**config.mk**
```make
export PLATFORM = sky130hd
export DESIGN_NAME = contador_programa
export DESIGN_NICKNAME = d
export VERILOG_FILES = /design/src/rtl/contador_programa.sv
export SDC_FILE = /design/constraint.sdc
export NUM_CORES = 1
export LEC_CHECK = 0
export CORE_ASPECT_RATIO = 1.1
export CORE_MARGIN = 1.5
export CORE_UTILIZATION = 45
export DETAILED_ROUTE_END_ITERATION = 8
export PLACE_DENSITY_LB_ADDON = 0.05
export SLEW_MARGIN = 10
export SYNTH_ARGS = -nofsm -noshare
export SYNTH_HDL_FRONTEND = slang
export SYNTH_SLANG_ARGS = --single-unit
```
**constraint.sdc**
```tcl
create_clock -name clock -period 9.8 [get_ports clock]
set_input_delay 0.98 -clock clock [delete_from_list [all_inputs] [get_ports clock]]
set_output_delay 0.98 -clock clock [all_outputs]
set_load 0.005 [all_outputs]
```
**src/rtl/contador_programa.sv**
```systemverilog
// ---------------------------------------------------------------------------
// contador_programa
//
// Program counter and next-address stage of the single-cycle datapath.
// Instruction memory is word addressed, so a sequential step is +1. The next
// address comes from one of four sources: sequential, branch (pc+1+offset),
// absolute jump (target from the 26-to-32 jump-address extender) or jump to
// register. A small run/halt FSM gates advancement, and a saturating counter
// records how many times the PC advanced.
//
// habilita is a plain per-cycle enable, not a handshake. When it is high in
// EXECUTANDO, the inputs present at the rising edge take effect on that edge.
// When it is low, nothing changes. No back-pressure is signalled.
//
// Ports:
//   clock          in   rising-edge clock
//   reset          in   asynchronous, active-low reset
//   habilita       in   advance PC this cycle (0 = stall)
//   desvio         in   conditional branch taken
//   offset_desvio  in   LARGURA  signed word offset, already sign-extended
//   salto          in   absolute jump (j/jal)
//   alvo_salto     in   LARGURA  absolute jump target
//   salto_reg      in   jump to register (jr)
//   endereco_reg   in   LARGURA  register value for jr
//   parar          in   halt instruction decoded
//   continuar      in   resume from halt
//   pc             out  LARGURA  current instruction address (registered)
//   pc_mais_um     out  LARGURA  pc+1, link value for jal (combinational)
//   parado         out  high while halted (registered)
//   estado         out  2        FSM state: INICIO=0, EXECUTANDO=1, PARADO=2
//   instrucoes     out  LARGURA_CONT  saturating count of PC advances
// ---------------------------------------------------------------------------
module contador_programa #(
    parameter int unsigned LARGURA      = 32,
    parameter int unsigned PC_INICIAL   = 0,
    parameter int unsigned LARGURA_CONT = 16
) (
    input  logic                    clock,
    input  logic                    reset,
    input  logic                    habilita,
    input  logic                    desvio,
    input  logic [LARGURA-1:0]      offset_desvio,
    input  logic                    salto,
    input  logic [LARGURA-1:0]      alvo_salto,
    input  logic                    salto_reg,
    input  logic [LARGURA-1:0]      endereco_reg,
    input  logic                    parar,
    input  logic                    continuar,
    output logic [LARGURA-1:0]      pc,
    output logic [LARGURA-1:0]      pc_mais_um,
    output logic                    parado,
    output logic [1:0]              estado,
    output logic [LARGURA_CONT-1:0] instrucoes
);

    typedef enum logic [1:0] {
        INICIO     = 2'd0,
        EXECUTANDO = 2'd1,
        PARADO     = 2'd2
    } estado_t;

    localparam logic [LARGURA-1:0] PC_RESET = LARGURA'(PC_INICIAL);

    estado_t                 estado_q;
    logic [LARGURA-1:0]      pc_q;
    logic                    parado_q;
    logic [LARGURA_CONT-1:0] cont_q;

    logic [LARGURA-1:0]      proximo_pc;
    logic [LARGURA_CONT-1:0] cont_sat;

    // All PC arithmetic wraps modulo 2^LARGURA. This is the natural
    // truncation of the sums.
    assign pc_mais_um = pc_q + LARGURA'(1);

    // The counter sticks at all-ones rather than wrapping back to zero.
    assign cont_sat = (cont_q == '1) ? cont_q : cont_q + LARGURA_CONT'(1);

    // Next-address select. The priority order is jr, then j, then branch,
    // then sequential. A negative offset simply wraps below zero.
    always_comb begin
        proximo_pc = pc_mais_um;
        if (salto_reg) begin
            proximo_pc = endereco_reg;
        end else if (salto) begin
            proximo_pc = alvo_salto;
        end else if (desvio) begin
            proximo_pc = pc_mais_um + offset_desvio;
        end
    end

    always_ff @(posedge clock or negedge reset) begin
        if (!reset) begin
            estado_q <= INICIO;
            pc_q     <= PC_RESET;
            parado_q <= 1'b0;
            cont_q   <= '0;
        end else begin
            case (estado_q)
                // One settling cycle after reset. All inputs are ignored.
                INICIO: begin
                    estado_q <= EXECUTANDO;
                end
                EXECUTANDO: begin
                    if (habilita) begin
                        if (parar) begin
                            // A halt does not retire an advance, so the PC
                            // and the counter both hold.
                            estado_q <= PARADO;
                            parado_q <= 1'b1;
                        end else begin
                            pc_q   <= proximo_pc;
                            cont_q <= cont_sat;
                        end
                    end
                end
                PARADO: begin
                    // Only continuar is observed here. It takes precedence
                    // over a still-asserted parar.
                    if (continuar) begin
                        pc_q     <= pc_mais_um;
                        cont_q   <= cont_sat;
                        estado_q <= EXECUTANDO;
                        parado_q <= 1'b0;
                    end
                end
                default: begin
                    estado_q <= INICIO;
                    parado_q <= 1'b0;
                end
            endcase
        end
    end

    assign pc         = pc_q;
    assign parado     = parado_q;
    assign estado     = estado_q;
    assign instrucoes = cont_q;

endmodule

```
==> results of run 1 <==
==> state kept, by name (all words and copies together) (netlist names) <==
register / flops
parado: 1
pc: 32
instrucoes: 16
estado: 2
==> power breakdown <==
group | internal [mW] | total, mW | leakage [nW] | switching, mW
Clock | 0.0977 | 0.195 | 0.0748 | 0.0975
Combinational | 0.788 | 1.68 | 2.46 | 0.897
Sequential | 0.298 | 0.432 | 0.627 | 0.134
Total | 1.18 | 2.31 | 3.16 | 1.13
==> per-layer routing <==
metal	vias to the layer above	routed length, um	global-route usage (%)
li1	3048	-	-
met1	3110	8720	41.4
met2	336	10700	56.9
met3	48	1690	4.13
met4	0	783	14.2
met5	-	0	0
==> worst paths after layout <==
path | from | end | slack [ns] | depth (start not counted)
max in group asynchronous | reset | pc[21] | 8.47 | 2
hold reg to reg | instrucoes[10] | instrucoes[10] | 0.50 | 1
setup reg to reg | pc[0] | pc[31] | 4.85 | 15
hold / removal | instrucoes[10] | instrucoes[10] | 0.50 | 1
min in group asynchronous | reset | instrucoes[11] | 0.82 | 2
setup / recovery | pc[0] | pc[31] | 4.85 | 15
==> cells by family after synthesis <==
logic type | after synthesis
flops | 51
compound gates | 257
mux | 12
xor+xnor | 70
buf+inv | 64
simple gates | 245
fa+ha+maj | 44
==> final cells by class <==
class | instances | area share [%]
multi-input cells | 628 | 52.9
clock inverters | 3 | 0.339
flip-flops and latches | 51 | 16.5
clock buffers | 5 | 1.62
well taps | 154 | 2.49
inverters | 28 | 1.36
repair buffers | 195 | 24.9
==> cells in the final DEF, fill, tap and decap left out, types with 26 or more instances in the layout <==
| cell type | Yosys | layout |
|---|---|---|
| a21oi_1 | 71 | 71 |
| clkdlybuf4s50_1 | 0 | 185 |
| dfrtp_1 | 51 | 51 |
| ha_1 | 43 | 43 |
| inv_1 | 26 | 26 |
| nand2_1 | 83 | 83 |
| nand3_1 | 32 | 32 |
| nor2_1 | 62 | 62 |
| o21ai_0 | 67 | 66 |
| xnor2_1 | 45 | 45 |
==> stage by stage <==
stage               setup WS (ns)  utilization (%)
floorplan                    5.74                -
global placement             4.99             62.8
detailed placement           5.01             62.8
CTS                          4.88             64.1
global route                 4.46             64.1
finish                       4.85             64.1
==> metrics.yaml, run 1 <==
status: "finished clean"
synth_xor_area_share_pct: 11.3
ff_latch_area_sq_mm: 0.00128
slew_headroom_pct: 18.6
crit_type: "flop to flop"
cts_tree: "done"
fin_crit_ns: 4.95
yosys-top-cells-area: "dfrtp_1, ha_1, xnor2_1"
synth_edf_count: 0
hold_viol: 0
io_pins: 187
clkSinkCount: 51
final_area_sq_mm: 0.00774
async_flop_share_pct: 100
end_kind: "flop"
drc_errors: 0
synth_adder_area_share_pct: 9.95
crit_fanout: 8
synth_fp_nets: 891
drt-total-wl_mm: 21.8
finalSetupViolCount: 0
antenna_cells: 0
synth_seq_cells: 51
worstPathBufferInverterCount: 0
clock_path_buffers: 2
netlist.area_leader.share_pct: 22.8
nets: 1057
start_util_pct: 46.4
min_period_over_period_pct: 50.5
cpPeakStageDelay_ns: 1.02
fp.dieW_um: 109
tightest_slew_ns: 1.21
max_cap_viol_count: 0
yosys-top-cells-count: "nand2_1, a21oi_1, o21ai_0"
port_buffers: 186
crit_family: "compound AO/OA/AOI/OAI gates"
post-cts-setup-buffers: 0
crit_top_cell: "a21o_1"
antenna_found_initial: 0
final_cells: 1064
numCtsBuffers: 5
syn_avg_cell_area_sq_um: 7.55
firstDrtPassIters: 6
synth_top_area_cell: "dfrtp_1"
via_per_inst: 6.15
insertion_delay_ns: 0.30
first_global_vias: 6558
drive_gt1_share_pct: 4.40
gr-total-overflow: 0
synth_flop_cell: "dfrtp_1"
cp_data_required_time_ns: 10.04
routabilityCongestion: 0.974
cp_data_arrival_time_ns: 5.19
yosys_warnings: 0
hold_class: "flop to flop"
synth_top_family_by_area: "compound AO/OA/AOI/OAI gates"
yosys.area_share.simple_pct: 20.9
slowest_stage: "nor3_1"
routedWlPerCell_um: 20.5
cts_max_level: 2
finalSetupTns_ns: 0
syn_area_sq_mm: 0.00561
netlist_instances: 743
grt_pass1_wl_mm: 33.6
num-fill-cells: 1122
die_h_um: 120
grtUsageTotal_pct: 33.3
power_mw: 2.31
rsz0062_at_grt: "false"
grt_max_degree: 52
holdWs_ns: 0.497
core_area_sq_mm: 0.0121
yosysMostFrequentCell: "nand2_1"
multi_input_area_sq_mm: 0.00409
clk_pin_slew_ns: 0.08
drtIter0Drc: 367
muxShareOfSynthArea_pct: 2.21
drtAntennaViolNets: 0
peakVddDrop_v: 0.000200
crit_chain: "ha_1 > nand4_1 > nor3_1 > nand3_1 > xnor2_1 > ha_1 > a21o_1 > a21o_1 > a221oi_2 > a311o_1 > o32ai_1 > a21o_1 > a21o_1 > a221o_1 > a21oi_2"
rows: 42
cp-start-kind: "flop"
max_freq_ghz: 0.202
final_max_slew_viol_count: 0
vias: 6542
area_delta_synth_final_pct: 38.1
dp_hpwl_mm: 16.2
dieArea_sq_mm: 0.0131
hold_buffers: 0
leakage_nw: 3.16
skew_ns: 0.00633
placed_area_sq_mm: 0.00759
yosysUniqueCellTypes: 70
placed_cells: 1056
yosysSeqAreaShare_pct: 22.8
ctsResizeCount: 0
synth_compound_area_share_pct: 28.6
root_buffer: "clkbuf_16"
power_density_mw_per_mm2: 299
No activity file was read; power rests on OpenSTA's default activity.
==> inputs of run 2 (changes only) <==
- clock period: 9.8 -> 5.1 ns (I/O delays scaled with it)
==> run 2 against run 1 <==
  * Core utilization increased by 0.062 points
  * Total power rose by 93%
  * Combinational power increased by 93%
  * Clock-buffer cell count unchanged
  * Critical path depth is 2 higher
  * Critical path type unchanged
==> metrics.yaml, run 2 (synthesis gave the netlist of run 1 again) <==
drive_gt1_share_pct: 4.40  # unchanged
max_cap_viol_count: 0  # unchanged
drc_errors: 0  # unchanged
firstDrtPassIters: 5  # was 6
grtUsageTotal_pct: 33.2  # was 33.3%
cp_data_required_time_ns: 5.34  # was 10.04 ns
first_global_vias: 6640  # was 6558
finalSetupViolCount: 0  # unchanged
clkSinkCount: 51  # unchanged
antenna_cells: 0  # unchanged
final_core_util_pct: 64.1  # about the same
hold_buffers: 0  # unchanged
antenna_found_initial: 0  # unchanged
dp_hpwl_mm: 16.5  # was 16.2 mm
hold_viol: 0  # unchanged
clock_path_buffers: 2  # unchanged
drtAntennaViolNets: 0  # unchanged
die_h_um: 120  # unchanged
num-fill-cells: 1099  # was 1122
area_delta_synth_final_pct: 38.2  # was 38.1%
fin_ws_ns: 0.694  # was 4.85 ns
slew_headroom_pct: 27.5  # was 18.6%
post-cts-setup-buffers: 0  # unchanged
rows: 42  # unchanged
place_ws_ns: 0.842  # was 5.01 ns
grt_pass1_wl_mm: 33.6  # about the same
core_area_sq_mm: 0.0121  # unchanged
placed_cells: 1056  # unchanged
insertion_delay_ns: 0.31  # was 0.30 ns
cp_data_arrival_time_ns: 4.65  # was 5.19 ns
rsz0062_at_grt: "false"  # unchanged
final_max_slew_viol_count: 0  # unchanged
routedWlPerCell_um: 20.5  # about the same
tightest_slew_ns: 1.08  # was 1.21 ns
port_buffers: 186  # unchanged
vias: 6584  # was 6542
drt-total-wl_mm: 21.8  # about the same
max_freq_ghz: 0.227  # was 0.202 GHz
skew_ns: 0.00923  # was 0.00633 ns
io_pins: 187  # unchanged
fp.dieW_um: 109  # unchanged
end_kind: "flop"  # unchanged
start_util_pct: 46.4  # unchanged
dieArea_sq_mm: 0.0131  # unchanged
holdWs_ns: 0.327  # was 0.497 ns
nets: 1057  # unchanged
placed_area_sq_mm: 0.00760  # was 0.00759 sq mm
cts_max_level: 2  # unchanged
root_buffer: "clkbuf_16"  # unchanged
hold_class: "input pin to asynchronous set/reset pin"  # was flop to flop
rr_worst_depth: 17  # was 15
leakage_nw: 3.17  # was 3.16 nW
clk_pin_slew_ns: 0.08  # about the same
drtIter0Drc: 406  # was 367
cp-start-kind: "flop"  # unchanged
peakVddDrop_v: 0.000271  # was 0.000200 V
routabilityCongestion: 0.963  # was 0.974
grt_max_degree: 52  # unchanged
final_cell_mix: "clkdlybuf4s50_1, nand2_1, a21oi_1"  # unchanged
final_cells: 1064  # unchanged
numCtsBuffers: 5  # unchanged
gr-total-overflow: 0  # unchanged
crit_fanout: 8  # unchanged
final_area_sq_mm: 0.00775  # was 0.00774 sq mm
crit_type: "flop to flop"  # unchanged
fin_crit_ns: 4.41  # was 4.95 ns
ctsResizeCount: 0  # unchanged
power_density_mw_per_mm2: 574  # was 299 mW/mm^2
largest_reg_flops: 32  # unchanged
layout_commonest_cell: "clkdlybuf4s50_1"  # unchanged
finalSetupTns_ns: 0  # unchanged
min_period_over_period_pct: 86.4  # was 50.5%
via_per_inst: 6.19  # was 6.15
cts_tree: "done"  # unchanged
power_mw: 4.45  # was 2.31 mW
status: "finished clean"  # unchanged
## run 2: cell types whose count changed in the layout (fill, tap and decap cells not counted)
cell	delta
a21boi_2	-1
a21boi_4	+1
## run 2: where the power goes
group          switching (mW)  internal (mW)
logic                    1.73           1.51
clock network           0.189          0.188
registers               0.258          0.573
total                    2.18           2.27
## run 2: routing by layer
metal  GRT usage (%)  routed length [um]  vias to the layer above
li1                -                   -                     3058
met1            39.7                8320                     3109
met2            57.1               10800                      366
met3            5.65                1870                       51
met4            15.3                 818                        0
met5               0                   0                        -
## run 2: critical path, cell delays in order, from the launching register on
cell and delay, ns:
dfrtp_1 0.42, ha_1 0.27, nand4_1 0.22, nor3_1 0.28, buf_4 0.21, and2_1 0.18
nand2_1 0.10, xnor2_1 0.20, ha_1 0.43, a21o_1 0.22, a21oi_1 0.11, o21ai_0 0.28
nor2_1 0.08, o32ai_1 0.44, a21o_1 0.25, a41oi_1 0.12, a221o_1 0.39, a21oi_2 0.14
## run 2: worst paths after layout
path,slack (ns),to,from
max,0.69,pc[31],pc[0]
min,0.33,instrucoes[11],reset
max reg2reg,0.69,pc[31],pc[0]
min reg2reg,0.49,instrucoes[3],instrucoes[3]
max in group asynchronous,4.27,pc[12],reset
min in group clock,0.49,instrucoes[3],instrucoes[3]
## run 2: cell type report
| type | count | area (sq um) | share of cell area, % |
|---|---|---|---|
| well taps | 154 | 193 | 2.49 |
| multi-input cells | 628 | 4100 | 52.9 |
| flip-flops and latches | 51 | 1280 | 16.5 |
| repair buffers | 195 | 1920 | 24.8 |
| inverters | 28 | 105 | 1.36 |
| clock buffers | 5 | 125 | 1.61 |
| clock inverters | 3 | 26.3 | 0.339 |
==> patch: new RTL, settings of run 1 <==
`LARGURA_CONT`: 16 -> 32.
--- a/src/rtl/contador_programa.sv
+++ b/src/rtl/contador_programa.sv
@@ -35,3 +35,3 @@
     parameter int unsigned PC_INICIAL   = 0,
-    parameter int unsigned LARGURA_CONT = 16
+    parameter int unsigned LARGURA_CONT = 32
 ) (
Ports: changed (resized instrucoes); port bits go from 187 to 203. The function was not compared with the original's and may differ.
==> patch against run 1 <==
- final cell count grew 12%
- total power grew 10%
- via count grew 7.0%
- synthesized cell count grew 10%
- area after synthesis grew 15%
- final area grew 15%
- routed wire length grew 4.8%
- setup slack gained 0.45 ns
- utilization grew 0.12 points
- critical path type unchanged
- critical path depth grew 2
- sequential cell count grew 16
- non-clock buffer count grew 14
==> patch: results (changes against run 1) <==
Outcome: complete, no violations (unchanged)
Initial antenna violation count: 0 (unchanged)
Synth Flop Type: dfrtp_1 (unchanged)
Postcts setup bufs: 0 (unchanged)
Maximum VDD drop: 0.161 mV (was 0.200 mV)
Largest net degree at the start of global routing: 68 (was 52)
Gp weighted congestion: 0.938 (was 0.974)
Register area share after synthesis: 25.9% (was 22.8%)
I/O Buffers: 202 (was 186)
Share of post-route cells with drive strength above 1: 5.39% (was 4.40%)
CTS resizes: 0 (unchanged)
Switching Share: 45.9% (was 48.8%)
GRT met2 Usage: 50.1% (was 56.9%)
Hpwl dp: 16700 µm (was 16200 µm)
Crit-path leading delay family: compound AO/OA/AOI/OAI gates (unchanged)
Crit Path Max Fanout: 10 (was 8)
Worst path arrival time: 4.67 ns (was 5.19 ns)
Placed instance area: 0.00862 mm² (was 0.00759 mm²)
Diodes inserted: 0 (unchanged)
CTS clk-pin slew, worst paths: 0.07 ns
Gr usage total: 30.0% (was 33.3%)
Met3 global-route usage: 7.36% (was 4.13%)
Synth warn: 0 (unchanged)
Clk_lat worst skew: 0.35 ns (was 0.30 ns)
Worst Hold Class: flop to flop (unchanged)
Fraction of registers with async set or reset after synthesis: 100% (unchanged)
Number of global-route vias before repair: 6925 (was 6558)
Router iterations before antenna repair: 5 (was 6)
Count of cell types in the netlist: 73 (was 70)
Top post-synthesis cells by count: nand2_1 (90), a21oi_1 (73), dfrtp_1 (67) (was nand2_1 (83), a21oi_1 (71), o21ai_0 (67))
TritonCTS Buffers: 9 (was 5)
Slowest stage cell, crit path: dfrtp_1 (was nor3_1)
Peak per-stage delay on the critical path: 0.52 ns (was 1.02 ns)
M1 GR Usage: 37.0% (was 41.4%)
CTS Root Cell: clkbuf_16 (unchanged)
DR vias: 7000 (was 6542)
Longest Clk Path Bufs: 2 (unchanged)
H-tree depth: 3 (was 2)
Routed wire per std cell: 19.3 µm (was 20.5 µm)
Layout Skew: 0.0108 ns (was 0.00633 ns)
Gr ovfl total: 0 (unchanged)
Leakage: 0.00365 µW (was 0.00316 µW)
Drt initial violations: 522 (was 367)
Net count after synthesis: 966 (was 891)
Worst Tran Pin Value: 1.17 ns (was 1.21 ns)
First-pass GRT wire length: 35900 µm (was 33600 µm)
Area contributors post-synth: dfrtp_1 (26%), ha_1 (8.3%), xnor2_1 (7.7%), a21oi_1 (5.6%), nand2_1 (5.2%) (was dfrtp_1 (23%), ha_1 (9.6%), xnor2_1 (7.0%), a21oi_1 (6.3%), o21ai_0 (6.0%))
Nets: 1144 (was 1057)
patch: changes by cell type in the layout (fill, tap and decap cells not counted), moves of 7 or more:
cell / change
xnor2_1: +12
nand2_1: +7
clkdlybuf4s50_1: +16
dfrtp_1: +16
o21ai_1: +15
a21o_1: +15
a221oi_1: -8
nand4_1: +7
inv_1: -9
o21ai_0: -14
and4_1: +7
o22ai_1: -8
patch: cell families (layout without fill, tap and decap cells):
kind of cell | Yosys count | in the layout | share of synthesized area (%)
simple gates | 279 | 279 | 21.7
compound gates | 276 | 276 | 27.4
xor+xnor | 85 | 85 | 11.5
flops | 67 | 67 | 25.9
buf+inv | 60 | 243 | 3.69
fa+ha+maj | 44 | 44 | 8.62
mux | 7 | 7 | 1.12
patch: worst paths after layout:
kind                           startpoint             end  slack, ns  depth (start not counted)
min in group asynchronous           reset       estado[1]       0.85                          2
min reg2reg                instrucoes[28]  instrucoes[28]       0.49                          1
max in group asynchronous           reset          pc[12]       8.35                          2
max reg2reg                         pc[0]          pc[31]       5.30                         17
max                                 pc[0]          pc[31]       5.30                         17
min                        instrucoes[28]  instrucoes[28]       0.49                          1
patch: per-layer routing:
layer  wire, µm  up-vias
li1           -     3387
met1       9490     3237
met2      10600      321
met3       2110       55
met4        699        0
met5          0        -
patch: cell type report:
class / count / area (µm²)
repair buffers: 209 / 2070
well taps: 188 / 235
clock inverters: 6 / 65.1
flip-flops and latches: 67 / 1680
fillers: 1281 / 4980
inverters: 18 / 67.6
clock buffers: 10 / 239
multi-input cells: 691 / 4570
patch: stage by stage:
step	hold WS, ns	std cells	setup WS (ns)
final	0.494	1189	5.30
after global routing	0.514	1189	4.94
after CTS	0.499	1189	5.36
after detailed placement	0.483	1173	5.35
after global placement	0.486	1173	5.53
after floorplan	0.480	818	6.02
patch: worst register-to-register path: stages, from the launching register on:
cell and delay (ns):
dfrtp_1 0.52, ha_1 0.31, nand2_1 0.20, nor2_2 0.32, and4_1 0.34, nand3_1 0.12, xor2_1 0.19, inv_1 0.11
ha_1 0.37, a211oi_1 0.30, o211ai_1 0.16, a211oi_1 0.24, nor2_1 0.06, a211oi_1 0.44, o41ai_1 0.20, mux2i_1 0.21
xnor2_1 0.14, a31oi_1 0.09
patch: power groups by stage:
stage	logic, µW	registers [µW]	clock network [µW]
floorplan	1050	472	0
global placement	1680	504	0
detailed placement	1680	507	0
CTS	1690	505	346
global route	1860	525	354
finish	1700	506	342
